## src/rtl/dsp_pkg.sv

```systemverilog
// -----------------------------------------------------------------------------
// dsp_pkg
// Shared definitions for the DSP48A1 MAC sequencer: sequencer state encoding,
// OPMODE accumulate-strobe values and the pipeline depth helper.
// -----------------------------------------------------------------------------
package dsp_pkg;

  typedef enum logic [2:0] {
    IDLE,
    CLEAR,
    STREAM,
    DRAIN,
    DONE
  } state_e;

  // Value driven on opmode_acc: load P from M, or accumulate M into P.
  localparam logic OPMODE_LOAD = 1'b0;
  localparam logic OPMODE_ACC  = 1'b1;

  // Register stages an operand passes through: A/B, optional M, then P.
  function automatic int pipe_depth(input int mreg);
    return 2 + ((mreg != 0) ? 1 : 0);
  endfunction

endpackage

```

## src/rtl/dsp_mac_sequencer_if.sv

```systemverilog
// -----------------------------------------------------------------------------
// dsp_mac_sequencer_if
// Command, operand, result handshakes and slice control strobes of the MAC
// sequencer.
//   slave  : sequencer side (drives ready/strobes/res_valid)
//   master : job source / slice side (drives cmd, abort, op_valid, res_ready)
// -----------------------------------------------------------------------------
interface dsp_mac_sequencer_if #(
  parameter int LEN_W = 8
);
  logic             cmd_valid;
  logic             cmd_ready;
  logic [LEN_W-1:0] cmd_len;
  logic             abort;
  logic             op_valid;
  logic             op_ready;
  logic             ce_ab;
  logic             ce_m;
  logic             ce_p;
  logic             rst_p;
  logic             opmode_acc;
  logic             res_valid;
  logic             res_ready;

  modport slave (
    input  cmd_valid, cmd_len, abort, op_valid, res_ready,
    output cmd_ready, op_ready, ce_ab, ce_m, ce_p, rst_p, opmode_acc, res_valid
  );

  modport master (
    output cmd_valid, cmd_len, abort, op_valid, res_ready,
    input  cmd_ready, op_ready, ce_ab, ce_m, ce_p, rst_p, opmode_acc, res_valid
  );
endinterface

```

## src/rtl/dsp_token_pipe.sv

```systemverilog
// -----------------------------------------------------------------------------
// dsp_token_pipe
// Shadows the slice data registers with valid/first/last token bits so the
// sequencer knows which register stage holds a live operand.
//   clk, rst_n     : clock, async active-low reset
//   flush_i        : synchronous clear of all token valid bits
//   in_*_i         : token entering the A/B stage (valid = operand handshake)
//   head_valid_o   : token present in the A/B stage
//   out_*_o        : token in the stage that feeds P
// -----------------------------------------------------------------------------
module dsp_token_pipe #(
  parameter int STAGES = 2
) (
  input  logic clk,
  input  logic rst_n,
  input  logic flush_i,
  input  logic in_valid_i,
  input  logic in_first_i,
  input  logic in_last_i,
  output logic head_valid_o,
  output logic out_valid_o,
  output logic out_first_o,
  output logic out_last_o
);

  logic [STAGES-1:0] valid_q, first_q, last_q;
  logic [STAGES-1:0] valid_src, first_src, last_src;

  assign valid_src[0] = in_valid_i;
  assign first_src[0] = in_first_i;
  assign last_src[0]  = in_last_i;

  if (STAGES > 1) begin : g_shift
    assign valid_src[STAGES-1:1] = valid_q[STAGES-2:0];
    assign first_src[STAGES-1:1] = first_q[STAGES-2:0];
    assign last_src[STAGES-1:1]  = last_q[STAGES-2:0];
  end

  always_ff @(posedge clk or negedge rst_n) begin
    if (!rst_n) begin
      valid_q <= '0;
      first_q <= '0;
      last_q  <= '0;
    end else if (flush_i) begin
      valid_q <= '0;
    end else begin
      valid_q <= valid_src;
      // Tag bits only move with a live token, mirroring the data register CE.
      for (int i = 0; i < STAGES; i++) begin
        if (valid_src[i]) begin
          first_q[i] <= first_src[i];
          last_q[i]  <= last_src[i];
        end
      end
    end
  end

  assign head_valid_o = valid_q[0];
  assign out_valid_o  = valid_q[STAGES-1];
  assign out_first_o  = first_q[STAGES-1];
  assign out_last_o   = last_q[STAGES-1];

endmodule

```

## src/rtl/dsp_mac_sequencer.sv

```systemverilog
// -----------------------------------------------------------------------------
// dsp_mac_sequencer
// Control side of a DSP48A1 MAC: accepts a job (operand-pair count), paces the
// operand stream, tracks tokens through A/B -> (M) -> P and holds res_valid
// once P contains the final sum.
//   clk, rst_n : clock, async active-low reset
//   bus        : slave modport of dsp_mac_sequencer_if
//                cmd_valid/cmd_ready/cmd_len  job request
//                abort                        synchronous job abort
//                op_valid/op_ready            operand stream handshake
//                ce_ab/ce_m/ce_p              register clock enables
//                rst_p, opmode_acc            P clear and accumulate select
//                res_valid/res_ready          result handshake
// Parameters: LEN_W (cmd_len width), MREG (1: M stage present).
// -----------------------------------------------------------------------------
module dsp_mac_sequencer #(
  parameter int LEN_W = 8,
  parameter int MREG  = 1
) (
  input logic            clk,
  input logic            rst_n,
  dsp_mac_sequencer_if.slave bus
);
  import dsp_pkg::*;

  localparam int STAGES = pipe_depth(MREG) - 1;  // token stages ahead of P

  state_e           state_q, state_d;
  logic [LEN_W-1:0] cnt_q, cnt_d;
  logic             first_q, first_d;
  logic             cmd_ready_q;
  logic             abort_q;

  logic abort_act, cmd_fire, op_fire;
  logic head_valid, tok_valid, tok_first, tok_last;

  // abort only matters while a job is in flight; in IDLE a command still wins.
  assign abort_act = bus.abort && (state_q != IDLE);
  assign cmd_fire  = bus.cmd_valid && cmd_ready_q && (state_q == IDLE);
  assign op_fire   = bus.op_valid && bus.op_ready;

  // NOTE: state registers use non-blocking assignment so every register
  // samples the pre-edge value of the others; blocking here would create
  // order-dependent simulation and mismatch synthesis.
  always_ff @(posedge clk or negedge rst_n) begin
    if (!rst_n) begin
      state_q     <= IDLE;
      cnt_q       <= '0;
      first_q     <= 1'b0;
      cmd_ready_q <= 1'b0;
      abort_q     <= 1'b0;
    end else begin
      state_q     <= state_d;
      cnt_q       <= cnt_d;
      first_q     <= first_d;
      // Registered so cmd_ready first rises one edge after reset release.
      cmd_ready_q <= (state_d == IDLE);
      abort_q     <= abort_act;
    end
  end

  // NOTE: every signal written here gets a default first; a path that leaves
  // one unassigned would infer a latch.
  always_comb begin
    state_d = state_q;
    cnt_d   = cnt_q;
    first_d = first_q;
    case (state_q)
      IDLE: begin
        if (cmd_fire) begin
          cnt_d   = bus.cmd_len;
          state_d = CLEAR;
        end
      end
      CLEAR: begin
        first_d = 1'b1;
        state_d = (cnt_q == '0) ? DONE : STREAM;
      end
      STREAM: begin
        if (op_fire) begin
          cnt_d   = cnt_q - LEN_W'(1);
          first_d = 1'b0;
          // Leave on the last handshake so the counter never wraps past zero.
          if (cnt_q == LEN_W'(1)) state_d = DRAIN;
        end
      end
      DRAIN: begin
        if (tok_valid && tok_last) state_d = DONE;
      end
      DONE: begin
        if (bus.res_ready) state_d = IDLE;
      end
      default: state_d = IDLE;
    endcase
    if (abort_act) state_d = IDLE;
  end

  dsp_token_pipe #(
    .STAGES(STAGES)
  ) u_token_pipe (
    .clk         (clk),
    .rst_n       (rst_n),
    .flush_i     (abort_act),
    .in_valid_i  (op_fire),
    .in_first_i  (first_q),
    .in_last_i   (cnt_q == LEN_W'(1)),
    .head_valid_o(head_valid),
    .out_valid_o (tok_valid),
    .out_first_o (tok_first),
    .out_last_o  (tok_last)
  );

  // abort suppresses the operand and result handshakes in its own cycle.
  assign bus.cmd_ready  = cmd_ready_q;
  assign bus.op_ready   = (state_q == STREAM) && !bus.abort;
  assign bus.ce_ab      = op_fire;
  assign bus.ce_m       = (MREG != 0) ? head_valid : 1'b0;
  assign bus.ce_p       = tok_valid;
  assign bus.rst_p      = (state_q == CLEAR) || abort_q;
  assign bus.opmode_acc = (tok_valid && !tok_first) ? OPMODE_ACC : OPMODE_LOAD;
  assign bus.res_valid  = (state_q == DONE) && !bus.abort;

endmodule
```

## src/flat_wrapper.sv

```systemverilog
// flat-port wrapper written by rule: the top's interface ports become plain ports
module dsp_mac_sequencer_flat import dsp_pkg::*;
#(
  parameter int LEN_W = 8,
  parameter int MREG  = 1
)
  (clk, rst_n, bus_cmd_valid, bus_cmd_len, bus_abort, bus_op_valid, bus_res_ready, bus_cmd_ready, bus_op_ready, bus_ce_ab, bus_ce_m, bus_ce_p, bus_rst_p, bus_opmode_acc, bus_res_valid);
  dsp_mac_sequencer_if #(.LEN_W(LEN_W)) bus_i ();
  input logic clk;
  input logic rst_n;
  input wire logic [$bits(bus_i.cmd_valid)-1:0] bus_cmd_valid;
  input wire logic [$bits(bus_i.cmd_len)-1:0] bus_cmd_len;
  input wire logic [$bits(bus_i.abort)-1:0] bus_abort;
  input wire logic [$bits(bus_i.op_valid)-1:0] bus_op_valid;
  input wire logic [$bits(bus_i.res_ready)-1:0] bus_res_ready;
  output wire logic [$bits(bus_i.cmd_ready)-1:0] bus_cmd_ready;
  output wire logic [$bits(bus_i.op_ready)-1:0] bus_op_ready;
  output wire logic [$bits(bus_i.ce_ab)-1:0] bus_ce_ab;
  output wire logic [$bits(bus_i.ce_m)-1:0] bus_ce_m;
  output wire logic [$bits(bus_i.ce_p)-1:0] bus_ce_p;
  output wire logic [$bits(bus_i.rst_p)-1:0] bus_rst_p;
  output wire logic [$bits(bus_i.opmode_acc)-1:0] bus_opmode_acc;
  output wire logic [$bits(bus_i.res_valid)-1:0] bus_res_valid;
  assign bus_i.cmd_valid = bus_cmd_valid;
  assign bus_i.cmd_len = bus_cmd_len;
  assign bus_i.abort = bus_abort;
  assign bus_i.op_valid = bus_op_valid;
  assign bus_i.res_ready = bus_res_ready;
  assign bus_cmd_ready = bus_i.cmd_ready;
  assign bus_op_ready = bus_i.op_ready;
  assign bus_ce_ab = bus_i.ce_ab;
  assign bus_ce_m = bus_i.ce_m;
  assign bus_ce_p = bus_i.ce_p;
  assign bus_rst_p = bus_i.rst_p;
  assign bus_opmode_acc = bus_i.opmode_acc;
  assign bus_res_valid = bus_i.res_valid;
  dsp_mac_sequencer #(.LEN_W(LEN_W), .MREG(MREG)) u_core (.clk(clk), .rst_n(rst_n), .bus(bus_i));
endmodule
```

## config.mk

```make
export PLATFORM = sky130hd
export DESIGN_NAME = dsp_mac_sequencer_flat
export DESIGN_NICKNAME = d
export VERILOG_FILES = /design/src/rtl/dsp_pkg.sv /design/src/rtl/dsp_mac_sequencer_if.sv /design/src/rtl/dsp_token_pipe.sv /design/src/rtl/dsp_mac_sequencer.sv /design/src/flat_wrapper.sv
export SDC_FILE = /design/constraint.sdc
export NUM_CORES = 1
export LEC_CHECK = 0
export ABC_CLOCK_PERIOD_IN_PS = 1900
export BUFFER_PORTS_ARGS = -buffer_cell sky130_fd_sc_hd__buf_2
export CORE_MARGIN = 3
export CORE_UTILIZATION = 30
export CTS_CLUSTER_SIZE = 25
export DETAILED_ROUTE_END_ITERATION = 12
export GPL_TIMING_DRIVEN = 0
export PLACE_DENSITY_LB_ADDON = 0.1
export SYNTH_ARGS = -nofsm -noshare
export SYNTH_HDL_FRONTEND = slang
export SYNTH_SLANG_ARGS = --single-unit
```

## constraint.sdc

```tcl
create_clock -name clk -period 1.9 [get_ports clk]
set_input_delay 0.57 -clock clk [delete_from_list [all_inputs] [get_ports clk]]
set_output_delay 0.57 -clock clk [all_outputs]
set_load 0.02 [all_outputs]
```

==> flow_summary_export.csv <==
group,metric,value,unit
run_status,run_status,"complete, but fails checks",
run_status,violated_checks,"negative setup slack",
synthesis,syn_area,1120,um2
worst_setup_path,rr_startpoint,"u_core.state_q[2]",
worst_setup_path,critical_path.max_fanout,8,
sta,period_minus_slack,1910,ps
floorplanning,floorplan.initialDensity,32.2,%
place,hpwlAfterDp,1870,um
run,drv.max_cap_violation_count,0,
global_routing,grt_max_degree,21,
detailed_routing,drt-total-wl,2520,um
synthesis,sequential_to_total_area_share_from_yosys_stat,44.8,%
sta,clock_skew,1.17,ps
sta,tightest_slew,451,ps
detailed_routing,drt-initial-drc-count,14,
cells_and_area,fillerInstances,370,
cells_and_area,finish.instance_area,1400,um2
clock_network,clock_tree_root_driver_cell,"sky130_fd_sc_hd__clkbuf_8",
clock_network,cts_max_level,1,
synthesis,synth_cells,112,
power_and_ir_drop,worst_ir_drop_vdd,0.532,mV
sta,final_max_slew_viols,0,
clock_network,tritoncts.num_buffers,3,
synthesis,synth-adder-area-share,2.24,%
synthesis,synth_compound_gate_area_share,18.0,%
synthesis,syn_area_per_cell,9.96,um2
synthesis,number_of_enable_type_register_cells_in_the_synthesized_netlist,0,
global_routing,grt_antenna_before_repair,0,
detailed_routing,route.detailed.vias_per_inst,5.12,
floorplanning,floorplan.die.height,67.0,um
synthesis,yosysWarnings,0,
synthesis,synth_top_cell_by_area,"sky130_fd_sc_hd__dfrtp_1",
clock_network,cts_hold_buffers,0,
floorplanning,dieWidth,67.0,um
cells_and_area,final_instance_count_without_filler_cells,187,
cells_and_area,final_core_util,40.4,%
synthesis,async_reset_ff_share,100,%
cells_and_area,area_delta_synth_final,25.4,%
synthesis,ys_types,41,
cells_and_area,antenna_cells_inserted,0,
sta,finalWorstSetupSlack,-10.3,ps
synthesis,post_synth_main_area_contributors,"sky130_fd_sc_hd__dfrtp_1, sky130_fd_sc_hd__a21oi_1, sky130_fd_sc_hd__o21ai_0",
clock_network,cts.sink_count,20,
place,placed_cells_incl_taps,179,
global_routing,wire_length_of_the_first_global_routing_pass,4280,um
floorplanning,overall_die_area,4490,um2
floorplanning,core.rowCount,21,
detailed_routing,first_pass_iters,4,
power_and_ir_drop,cellPowerDensity,1490,nW/um2
cells_and_area,layout_commonest_cell,"sky130_fd_sc_hd__dfrtp_1",
floorplanning,coreArea,3470,um2
worst_setup_path,ff2ff_setup_slack,120,ps
place,last_weighted_congestion_value_of_the_routability_driven_placer,0.765,
worst_hold_path,holdCritPathClass,"in2async",
clock_network,clk_path_buf_depth,2,
detailed_routing,detailroute.via_count,958,
synthesis,synth.ff_latch_count,20,
global_routing,globalRoute.totalOverflow,0,
synthesis,synthXorXnorAreaFrac,0,%
detailed_routing,drc,0,
sta,final.period_utilization,101,%
sta,max_clock_freq,523,MHz
cells_and_area,most_used_cells_in_the_layout_excluding_fill_and_tap_cells,"sky130_fd_sc_hd__dfrtp_1, sky130_fd_sc_hd__buf_2, sky130_fd_sc_hd__a21oi_1",
power_and_ir_drop,power_leakage,0.000638,uW
place,placed_area,1280,um2
synthesis,yosysTopAreaCellShare,44.8,%
synthesis,synth-main-ff-cell,"sky130_fd_sc_hd__dfrtp_1",
worst_setup_path,timing.critical_path.arrival,1340,ps
synthesis,syn-num-nets,128,
sta,rsz0062_at_grt,"true",
global_routing,grt_util_all_layers,12.9,%
synthesis,largest_family_of_logic_cells_by_synthesized_area,"simple AND/OR/NAND/NOR gates",
cells_and_area,post_route_cells_drive_above_1_share,35.5,%
clock_network,clock_latency,250,ps
floorplanning,i_o_pin_count,22,
sta,totalNegativeSetupSlack,-19.7,ps
clock_network,clock_pin_slew_reported_for_the_worst_setup_and_hold_paths_after_clock_tree_synthesis,70,ps
detailed_routing,detail_route.wl_per_cell,13.5,um
synthesis,synth_simple_gate_area_share,24.1,%
synthesis,synth.mux.area_fraction,3.03,%
sta,setup_viol,2,
global_routing,grt_pass1_vias,893,
clock_network,cts_tree,"built",
detailed_routing,ant_nets,0,
sta,slew_headroom,70.0,%
worst_setup_path,worst_ep_required_time,1330,ps
worst_setup_path,worstReg2RegEnd,"u_core.cnt_q[3]",
worst_setup_path,worst_setup_path_start_kind,"flip-flop",
place,portBuffers,21,
worst_setup_path,worst_setup_path_end_kind,"output pin",
worst_setup_path,critPathKind,"reg2out",
sta,report.final.hold_viol_count,0,
worst_setup_path,worstRegToRegCells,5,
cells_and_area,final_net_count,159,
## cells in the mapped netlist, drive strengths merged, types with 2 or more instances
master    n
or3b      2
ha        2
buf       5
a21oi     9
a31oi     2
nor4b     3
o21ai    11
nand2     6
nor3      5
nor2      8
inv       6
mux2      3
nor3b     4
o31ai     2
dfrtp    20
o2bb2ai   2
or3       2
nand3     4
nor4      3
## state kept, by name (all words and copies together) (netlist names)
| signal | cells |
|---|---|
| u_core.bus.cmd_ready | 1 |
| u_core.first_q | 1 |
| u_core.u_token_pipe.last_q | 2 |
| u_core.u_token_pipe.first_q | 2 |
| u_core.cnt_q | 8 |
| u_core.u_token_pipe.valid_q | 2 |
| u_core.abort_q | 1 |
| u_core.state_q | 3 |
## stage by stage
step / worst slack (ps) / hold slack, ps / power [uW]
after CTS: -66.8 / 269 / 2070
after floorplan: -9.11 / 274 / 1460
after global routing: -90.8 / 294 / 2270
after global placement: -132 / 459 / 1700
final: -10.3 / 256 / 2080
after detailed placement: -133 / 467 / 1710
## critical path, cell delays in order, from the launching register on
cell and delay (ps):
sky130_fd_sc_hd__dfrtp_1 370, sky130_fd_sc_hd__buf_6 130, sky130_fd_sc_hd__nor4b_4 310, sky130_fd_sc_hd__nand2_2 100, sky130_fd_sc_hd__inv_2 60, sky130_fd_sc_hd__buf_6 100
## worst max-delay path by stage
stage,from,to,cells after the start
2_1_floorplan,bus_abort,bus_ce_ab,3
3_3_place_gp,u_core.state_q[1],bus_rst_p,4
3_5_place_dp,bus_abort,bus_ce_ab,5
4_1_cts,u_core.state_q[0],bus_ce_ab,5
5_1_grt,u_core.state_q[0],bus_ce_ab,5
6_report,u_core.state_q[0],bus_ce_ab,5
## where the power goes
group | internal [uW] | switching (uW) | leakage, uW
clock network | 141 | 131 | 0.0000216
registers | 591 | 142 | 0.000251
logic | 518 | 558 | 0.000365
## final cells by class
class / instances / area (um2) / area share [%]
Buffer: 6 / 63.8 / 4.56
Timing Repair Buffer: 26 / 158 / 11.3
Clock buffer: 3 / 41.3 / 2.95
Multi-Input combinational cell: 80 / 557 / 39.8
Tap cell: 46 / 57.6 / 4.11
Sequential cell: 20 / 500 / 35.7
Inverter: 6 / 22.5 / 1.61
## per-layer routing
metal / share of wire [%] / global-route usage, %
met4: 0.99 / 4.56
met1: 46 / 16.3
met5: 0 / 0
met2: 47 / 20.4
met3: 5.9 / 4.05
## logic make-up (layout without fill, tap and decap cells)
kind of cell / after synthesis / count (layout)
mux: 3 / 3
compound gates: 32 / 32
buf+inv: 12 / 41
flops: 20 / 20
fa+ha+maj: 2 / 2
simple gates: 43 / 43
## repair_timing
action / CTS / global route
resized for setup: 4 / 6
buffers inserted: 5 / 0
setup endpoints to repair: 3 / 7
pin swaps: 3 / 1
(Power assumes the default switching activity.)
